**src/rtl/inst_fetch_buffer.sv**
```systemverilog
// inst_fetch_buffer: instruction queue between fetch bridge and decode; ports clk/rst, flushD/stallD, req_fire, rsp_*, can_req, validD/instrD/pcD/adelD; optional IFB_BYPASS_EN zero-latency path
module inst_fetch_buffer #(
  parameter int DEPTH = 2
) (
  input  logic        clk,
  input  logic        rst,
  input  logic        flushD,
  input  logic        stallD,
  input  logic        req_fire,
  input  logic        rsp_valid,
  input  logic [31:0] rsp_instr,
  input  logic [31:0] rsp_pc,
  input  logic        rsp_adel,
  output logic        can_req,
  output logic        validD,
  output logic [31:0] instrD,
  output logic [31:0] pcD,
  output logic        adelD
);
  localparam int AW = $clog2(DEPTH);
  localparam int CW = AW + 1;
  logic [AW-1:0] wr_ptr_q, wr_ptr_d, rd_ptr_q, rd_ptr_d;
  logic [CW-1:0] count_q, count_d, outstanding_q, outstanding_d, discard_q, discard_d;
  logic [31:0] instr_q [DEPTH];
  logic [31:0] instr_d [DEPTH];
  logic [31:0] pc_q [DEPTH];
  logic [31:0] pc_d [DEPTH];
  logic adel_q [DEPTH];
  logic adel_d [DEPTH];
  logic empty, rsp_ok, push, pop, wr_en;
  assign empty = count_q == '0;
  assign rsp_ok = rsp_valid && outstanding_q != '0;
  assign push = rsp_ok && discard_q == '0 && !flushD;
  assign pop = !empty && !stallD;
  assign can_req = !flushD && (32'(count_q) + 32'(outstanding_q) < DEPTH);
`ifdef IFB_BYPASS_EN
  logic byp;
  assign byp = empty && push;
  assign validD = !empty || byp;
  assign instrD = !empty ? instr_q[rd_ptr_q] : (byp && !rsp_adel) ? rsp_instr : '0;
  assign pcD = !empty ? pc_q[rd_ptr_q] : byp ? rsp_pc : '0;
  assign adelD = !empty ? adel_q[rd_ptr_q] : byp && rsp_adel;
  // a bypassed response consumed by decode never touches the queue
  assign wr_en = push && !(byp && !stallD);
`else
  assign validD = !empty;
  assign instrD = empty ? '0 : instr_q[rd_ptr_q];
  assign pcD = empty ? '0 : pc_q[rd_ptr_q];
  assign adelD = !empty && adel_q[rd_ptr_q];
  assign wr_en = push;
`endif
  always_comb begin
    wr_ptr_d = wr_ptr_q;
    rd_ptr_d = rd_ptr_q;
    count_d = count_q;
    outstanding_d = outstanding_q;
    discard_d = discard_q;
    instr_d = instr_q;
    pc_d = pc_q;
    adel_d = adel_q;
    if (flushD) begin
      wr_ptr_d = '0;
      rd_ptr_d = '0;
      count_d = '0;
      // every request still in flight after this edge must be dropped
      outstanding_d = outstanding_q - CW'(rsp_ok);
      discard_d = outstanding_q - CW'(rsp_ok);
    end else begin
      if (wr_en) begin
        instr_d[wr_ptr_q] = rsp_adel ? '0 : rsp_instr;
        pc_d[wr_ptr_q] = rsp_pc;
        adel_d[wr_ptr_q] = rsp_adel;
      end
      wr_ptr_d = wr_en ? wr_ptr_q + AW'(1) : wr_ptr_q;
      rd_ptr_d = pop ? rd_ptr_q + AW'(1) : rd_ptr_q;
      count_d = count_q + CW'(wr_en) - CW'(pop);
      outstanding_d = outstanding_q + CW'(req_fire) - CW'(rsp_ok);
      discard_d = (rsp_ok && discard_q != '0) ? discard_q - CW'(1) : discard_q;
    end
  end
  always_ff @(posedge clk or posedge rst) begin
    if (rst) begin
      wr_ptr_q <= '0;
      rd_ptr_q <= '0;
      count_q <= '0;
      outstanding_q <= '0;
      discard_q <= '0;
      instr_q <= '{default: '0};
      pc_q <= '{default: '0};
      adel_q <= '{default: 1'b0};
    end else begin
      wr_ptr_q <= wr_ptr_d;
      rd_ptr_q <= rd_ptr_d;
      count_q <= count_d;
      outstanding_q <= outstanding_d;
      discard_q <= discard_d;
      instr_q <= instr_d;
      pc_q <= pc_d;
      adel_q <= adel_d;
    end
  end
endmodule

```
**config.mk**
```make
export PLATFORM = sky130hd
export DESIGN_NAME = inst_fetch_buffer
export DESIGN_NICKNAME = d
export VERILOG_FILES = /design/src/rtl/inst_fetch_buffer.sv
export SDC_FILE = /design/constraint.sdc
export NUM_CORES = 1
export LEC_CHECK = 0
export ABC_AREA = 1
export BUFFER_PORTS_ARGS = -buffer_cell sky130_fd_sc_hd__buf_4
export CORE_MARGIN = 3
export CORE_UTILIZATION = 50
export CTS_CLUSTER_SIZE = 8
export DETAILED_ROUTE_END_ITERATION = 10
export PLACE_DENSITY = 0.83
export SETUP_SLACK_MARGIN = 0.02
export SYNTH_ARGS = -nofsm -noshare
export SYNTH_HDL_FRONTEND = slang
export SYNTH_SLANG_ARGS = --single-unit
```
**constraint.sdc**
```tcl
create_clock -name clk -period 4 [get_ports clk]
set_clock_uncertainty 0.1 [all_clocks]
set_input_delay 0.6 -clock clk [delete_from_list [all_inputs] [get_ports clk]]
set_output_delay 0.6 -clock clk [all_outputs]
set_load 0.01 [all_outputs]
```
Word level (Yosys, flattened, before mapping):

Cells that the tools add are included.

* logic and storage cells: 73
* register bits after elaboration: 138

* bitwise logic cells: 3
* multiplexer cells: 27
* add/sub/neg operators: 9
* reduce and logical (&&, ||, !) cells: 19
* magnitude comparators: 4

Operators by type and width (count)
* 2-to-1 mux 32 bit: 10
* bitwise mux 64 bit: 2
* demux 32 bit (select 1 bit): 1
* nonzero test 2 bit: 5
* logical AND 1 bit: 8
* 2-to-1 mux 1 bit: 8
* 2-to-1 mux 2 bit: 4
* subtractor 2 x 1 -> 2 bit: 3
* adder 2 x 1 -> 2 bit: 2
* greater-or-equal comparator 2 bit, second input constant: 2
* zero test 2 bit: 2
* inverter 1 -> 2 bit: 2
* adder 2 x 2 -> 3 bit: 1
* zero test 1 bit: 3
* < comparator 3 x 2 -> 1 bit, second input constant: 1
* adder 1 bit, second input constant: 2
* bitwise mux 2 bit: 1
* < comparator 2 x 1 -> 1 bit, second input constant: 1
* AND reduction 2 bit: 1
* subtractor 2 x 1 -> 2 bit, second input constant: 1
* demux 1 bit (select 1 bit): 1
* inverter 1 bit: 1

Logic depth before layout (Yosys ltp):

Gate-level depths: netlist (run 1).

* word-level depth: 7
* gate-level depth with buffers: 9
* mapped depth without buffers: 9

Worst setup path after synthesis (run 1):

No wires, ideal clock.

* path kind: flip-flop to output port
* start: register outstanding_q[0]
* end: output can_req
* arrival: 1.210 ns
* required time: 3.300 ns
* cell stages (with the launch flop): 5
* slack: 2.090 ns
* buffers on the path: 0
* path through: dfrtp_1 nand2_1 inv_1 fa_1 nor3_1

* cells in the longest elaborated chain, start to end: 3

RTL lines
* start, declared: RTL line 23 `logic [CW-1:0] count_q, count_d, outstanding_q, outstanding_d, discard_q, discard_d;`
* start signal, assigned: RTL line 95 `outstanding_q <= outstanding_d;`
* adder 2 x 2 -> 3 bit: RTL line 35 `assign can_req = !flushD && (32'(count_q) + 32'(outstanding_q) < DEPTH);`
* < comparator 3 x 2 -> 1 bit: RTL line 35
* logical AND 1 bit: RTL line 35
* end, declared: RTL line 14 `output logic can_req,`

Every way passes these cells.

Worst setup path in the final report (run 1):

* start: register count_q[1]
* end: output instrD[13]

* cells in the longest elaborated chain, start to end: 2

RTL lines
* start, declared: RTL line 23
* start signal, assigned: RTL line 94 `count_q <= count_d;`
* zero test 2 bit: RTL line 31 `assign empty = count_q == '0;`
* 2-to-1 mux 32 bit: RTL line 47 `assign instrD = empty ? '0 : instr_q[rd_ptr_q];`
* end, declared: RTL line 16 `output logic [31:0] instrD,`

Every way passes these cells.

==> results of run 1 <==
[area by class of cell]
type / count / area, um2 / share of cell area
clock buffers: 23 / 478 / 0.0569
clock inverters: 9 / 47.5 / 0.00566
inverters: 82 / 312 / 0.0371
multi-input cells: 601 / 2740 / 0.326
flip-flops and latches: 138 / 3450 / 0.411
well taps: 176 / 220 / 0.0262
repair buffers: 148 / 1150 / 0.137
[logic make-up after synthesis]
group / after synthesis / share of synthesized area
AO/OA/AOI/OAI: 134 / 0.112
XOR/XNOR: 2 / 0.00254
adder cells (fa/ha/maj): 6 / 0.0120
buffers and inverters: 142 / 0.105
flip-flops: 138 / 0.502
AND/OR/NAND/NOR: 459 / 0.267
[stage by stage]
step / instance area [um2] / setup slack (ns)
after floorplan: 6890 / 1.58
after global placement: 7880 / 1.61
after detailed placement: 7880 / 1.58
after CTS: 8400 / 1.13
after global routing: 8400 / 1.04
final: 8400 / 1.15
[sequential cells by signal, summed over array words and instances, names as in the netlist]
signal,cells
outstanding_q,2
pc_q,64
instr_q,64
wr_ptr_q,1
discard_q,2
rd_ptr_q,1
adel_q,2
count_q,2
[report_power, final]
| group | leakage (uW) | switching [uW] | internal [uW] |
|---|---|---|---|
| clock | 0.000266 | 563 | 830 |
| combinational | 0.00267 | 1590 | 1140 |
| sequential | 0.00171 | 349 | 1990 |
| total | 0.00464 | 2500 | 3970 |
[layout by cell type (no fill, tap or decap), types with 12 or more instances in the layout]
cell type,count
dfrtp_1,137
buf_4,145
o21ai_1,12
o21ai_2,27
nand3_1,70
o21ai_0,30
inv_1,79
a21oi_1,65
clkbuf_16,17
nand2_1,374
[routing by layer]
metal  vias up  GRT usage  part of all wire
met5         -          0                 0
met2       230      0.392              0.49
li1       2951          -                 -
met4         0     0.0893             0.017
met1      2816      0.300              0.42
met3        26     0.0476             0.073
[worst max-delay path, stage by stage, from the launching register on]
cell     delay, ns
dfrtp_1       0.45
nor2_4        0.74
buf_12        0.29
a21oi_1       0.09
buf_4         0.15
[worst max-delay path by stage]
stage | startpoint | endpoint | slack (ns) | depth (start not counted)
floorplan | rst | adel_q[0] | 1.58 | 1
global placement | count_q[1] | count_q[0] | 1.61 | 8
detailed placement | count_q[1] | count_q[0] | 1.58 | 8
CTS | count_q[1] | instrD[16] | 1.13 | 4
global route | rd_ptr_q | pcD[22] | 1.04 | 5
finish | count_q[1] | instrD[13] | 1.15 | 4
==> impl_metrics.env, run 1 <==
export IMPL_overflow=0
export IMPL_syn_area_um2=6890
export IMPL_r2r_setup_slack_ns=1.57
export IMPL_post_drt_wl_per_cell_um=14.4
export IMPL_worst_pin_slew_ns=1.11
export IMPL_cts_resized_gates=0
export IMPL_synth_nets=958
export IMPL_fp_row_count=42
export IMPL_grt_max_degree=67
export IMPL_drive_gt1_frac=0.215
export IMPL_yosysMostFrequentCell="nand2_1"
export IMPL_clk_latency_ns=0.42
export IMPL_crit_fanout=35
export IMPL_fillers=1179
export IMPL_viasPerCell=5.12
export IMPL_worstHoldPathCells=3
export IMPL_die_w_um=123
export IMPL_ios=138
export IMPL_timing_rr_end="count_q[0]"
export IMPL_start_util=0.516
export IMPL_cts_htree_levels=4
export IMPL_grt_usage=0.234
export IMPL_io_buffers=137
export IMPL_die_h_um=123
export IMPL_clockBufferDepth=2
export IMPL_yosys_area_top_type_share=0.502
export IMPL_maxSlewHeadroom=0.257
export IMPL_area_growth_pct=22.1
export IMPL_leakagePower_uw=0.00464
export IMPL_outcome="finished, final reports clean"
export IMPL_yosysTopAreaCell="dfrtp_1"
export IMPL_n_antenna_cell=0
export IMPL_async_reset_ff_frac=1.00
export IMPL_antenna_found_initial=0
export IMPL_path_class="reg -> out"
export IMPL_dp_cells=1145
export IMPL_firstDrtPassIters=5
export IMPL_place_congestion=0.788
export IMPL_hold_violations=0
export IMPL_grt_pass1_wl_um=27800
export IMPL_finalSetupTns_ns=0
export IMPL_dp_hpwl_um=10500
export IMPL_grt_pass1_vias=5833
export IMPL_root_buffer="clkbuf_16"
export IMPL_yosys_warnings=0
export IMPL_synth_edf_count=0
export IMPL_synthTopCellsByCount="nand2_1 (375), dfrtp_1 (138), inv_1 (81)"
export IMPL_hold_slack_ns=0.314
export IMPL_power_uw=6470
export IMPL_fin_crit_sh=0.712
export IMPL_cp_arrival_ns=2.15
export IMPL_drc=0
export IMPL_path_clk_slew_ns=0.06
export IMPL_synth_seq_cells=138
export IMPL_vias=6023
export IMPL_core_area_um2=13300
export IMPL_route_antenna_remaining_nets=0
export IMPL_dieArea_um2=15200
export IMPL_rsz0062_at_grt="false"
export IMPL_rr_startpoint="count_q[1]"
export IMPL_cts_buffers=17
export IMPL_cts_hold_buf=0
export IMPL_maxCapViolations=0
export IMPL_fin_cells=1177
export IMPL_min_from="rsp_pc[5]"
export IMPL_clock_sinks=138
export IMPL_cts_tree="built"
export IMPL_ys_seq_area_frac=0.502
export IMPL_yosys_top_cells_area="dfrtp_1 (50%), nand2_1 (20%), nand3_1 (5.1%)"
export IMPL_ys_types=23
export IMPL_slew_viol_final=0
export IMPL_cp_required_ns=3.30
export IMPL_wl_um=17000
export IMPL_clock_fmax_mhz=351
export IMPL_reg2regPathDepth=8
export IMPL_finalSetupViolCount=0
export IMPL_end_kind="output port"
export IMPL_p_per_area_nw_per_um2=770
export IMPL_holdPathEnd="pc_q[37]"
export IMPL_synth_ff_type="dfrtp_1"
export IMPL_post_cts_buffers=0
export IMPL_nets=1065
export IMPL_min_period_ns=2.85
export IMPL_peakVddDrop_uv=316
export IMPL_synth_avg_cell_area_um2=7.82
export IMPL_hp_class="in -> reg"
export IMPL_cp_start_kind="register"
export IMPL_utilization=0.630
export IMPL_postSynthCellCount=881
export IMPL_drtIter0Drc=558
Power figures use the tool's default switching activity.
==> run 2: changes to the inputs <==
PLACE_DENSITY = 0.81   (was 0.83)
clock period = 2.91 ns   (was 4 ns; I/O delays follow)
==> impl_metrics.env, run 2 (synthesis gave the netlist of run 1 again) <==
export IMPL_cp_start_kind="register"
export IMPL_fp_row_count=42
export IMPL_start_util=0.516
export IMPL_io_buffers=137
export IMPL_p_per_area_nw_per_um2=1090
export IMPL_clk_latency_ns=0.41
export IMPL_grt_pass1_wl_um=28500
export IMPL_final_cell_mix="nand2_1 (374), buf_4 (145), dfrtp_1 (137)"
export IMPL_slowest_delay_ns=0.59
export IMPL_end_kind="output port"
export IMPL_overflow=0
export IMPL_hold_violations=0
export IMPL_post_cts_buffers=0
export IMPL_reg_largest_list="instr_q x64, pc_q x64"
export IMPL_core_area_um2=13300
export IMPL_finalSetupTns_ns=0
export IMPL_cts_htree_levels=4
export IMPL_clockBufferDepth=2
export IMPL_power_uw=9420
export IMPL_path_class="reg -> out"
export IMPL_area_growth_pct=25.1
export IMPL_cts_buffers=17
export IMPL_maxCapViolations=0
export IMPL_critPathTopFamily="buffers and inverters"
export IMPL_path_buf_inv=3
export IMPL_n_antenna_cell=0
export IMPL_finalSetupViolCount=0
export IMPL_route_antenna_remaining_nets=0
export IMPL_path_clk_slew_ns=0.06
export IMPL_cts_hold_buf=0
export IMPL_drc=0
export IMPL_cp_required_ns=2.37
export IMPL_firstDrtPassIters=7
export IMPL_clock_sinks=138
export IMPL_outcome="finished, final reports clean"
export IMPL_placed_cell_area_um2=7960
export IMPL_place_congestion=0.828
export IMPL_final_common_cell="nand2_1"
export IMPL_cts_tree="built"
export IMPL_rsz0062_at_grt="false"
export IMPL_dp_hpwl_um=10900
export IMPL_grt_usage=0.239
export IMPL_utilization=0.645
export IMPL_root_buffer="clkbuf_16"
export IMPL_grt_max_degree=139
export IMPL_grt_pass1_vias=5864
export IMPL_cp_arrival_ns=2.09
export IMPL_antenna_found_initial=0
export IMPL_critPathLaunch="rd_ptr_q"
export IMPL_wl_um=17400
export IMPL_viasPerCell=5.18
export IMPL_leakagePower_uw=0.00474
export IMPL_die_w_um=123
export IMPL_drive_gt1_frac=0.217
export IMPL_worst_pin_slew_ns=0.712
export IMPL_peakVddDrop_uv=570
export IMPL_vias=6115
export IMPL_maxSlewHeadroom=0.525
export IMPL_dieArea_um2=15200
export IMPL_path_cells="inv_2 -> buf_12 -> nand2_1 -> a21oi_1 -> buf_4"
export IMPL_crit_fanout=26
export IMPL_die_h_um=123
export IMPL_rr_startpoint="discard_q[0]"
export IMPL_post_drt_wl_per_cell_um=14.8
export IMPL_crit_slowest_cell="dfrtp_2"
export IMPL_drtIter0Drc=594
export IMPL_clock_fmax_mhz=381
export IMPL_ios=138
export IMPL_setup_slack_ns=0.288
export IMPL_min_period_ns=2.62
export IMPL_place_ws_ns=0.763
export IMPL_cts_resized_gates=0
export IMPL_nets=1069
export IMPL_hp_class="in -> async"
export IMPL_final_cell_area_um2=8610
export IMPL_fin_crit_sh=0.901
export IMPL_slew_viol_final=0
[run 2: worst paths after layout]
path                          endpoint  slack [ns]  depth (start not counted)
setup reg to reg           instr_q[54]        0.79                          6
setup / recovery               pcD[22]        0.29                          5
min in group clk              pc_q[60]        0.16                          3
max in group asynchronous     rd_ptr_q        2.04                          3
hold reg to reg               pc_q[57]        0.37                          2
hold / removal                pc_q[55]        0.13                          3
[run 2: report_power, final]
part	internal, uW	total, uW	switching (uW)
Sequential	2740	3270	529
Combinational	1600	3760	2160
Clock	1610	2400	787
[run 2: layout make-up]
class / count / area (um2)
fillers: 1180 / 4730
multi-input cells: 601 / 2740
well taps: 176 / 220
repair buffers: 152 / 1230
flip-flops and latches: 138 / 3450
inverters: 82 / 312
clock buffers: 25 / 495
clock inverters: 7 / 160
[run 2: routing by layer]
layer / part of all wire / GRT usage / routed length (um)
met1: 0.43 / 0.322 / 7450
met2: 0.47 / 0.383 / 8220
met3: 0.086 / 0.0531 / 1500
met4: 0.016 / 0.0851 / 280
met5: 0 / 0 / 0
[run 2: metrics by stage]
step | hold slack [ns] | cells
2_1_floorplan | 0.342 | 881
3_3_place_gp | 0.354 | 1149
3_5_place_dp | 0.358 | 1149
4_1_cts | 0.137 | 1181
5_1_grt | 0.150 | 1181
6_report | 0.133 | 1181
[run 2: worst reg2reg max path, delay by kind of cell, from the launching register on]
family	cells	cell delay (ns)
adder cells (fa/ha/maj)	1	0.32
buffers and inverters	2	0.51
flip-flops	1	0.38
AND/OR/NAND/NOR	3	0.69
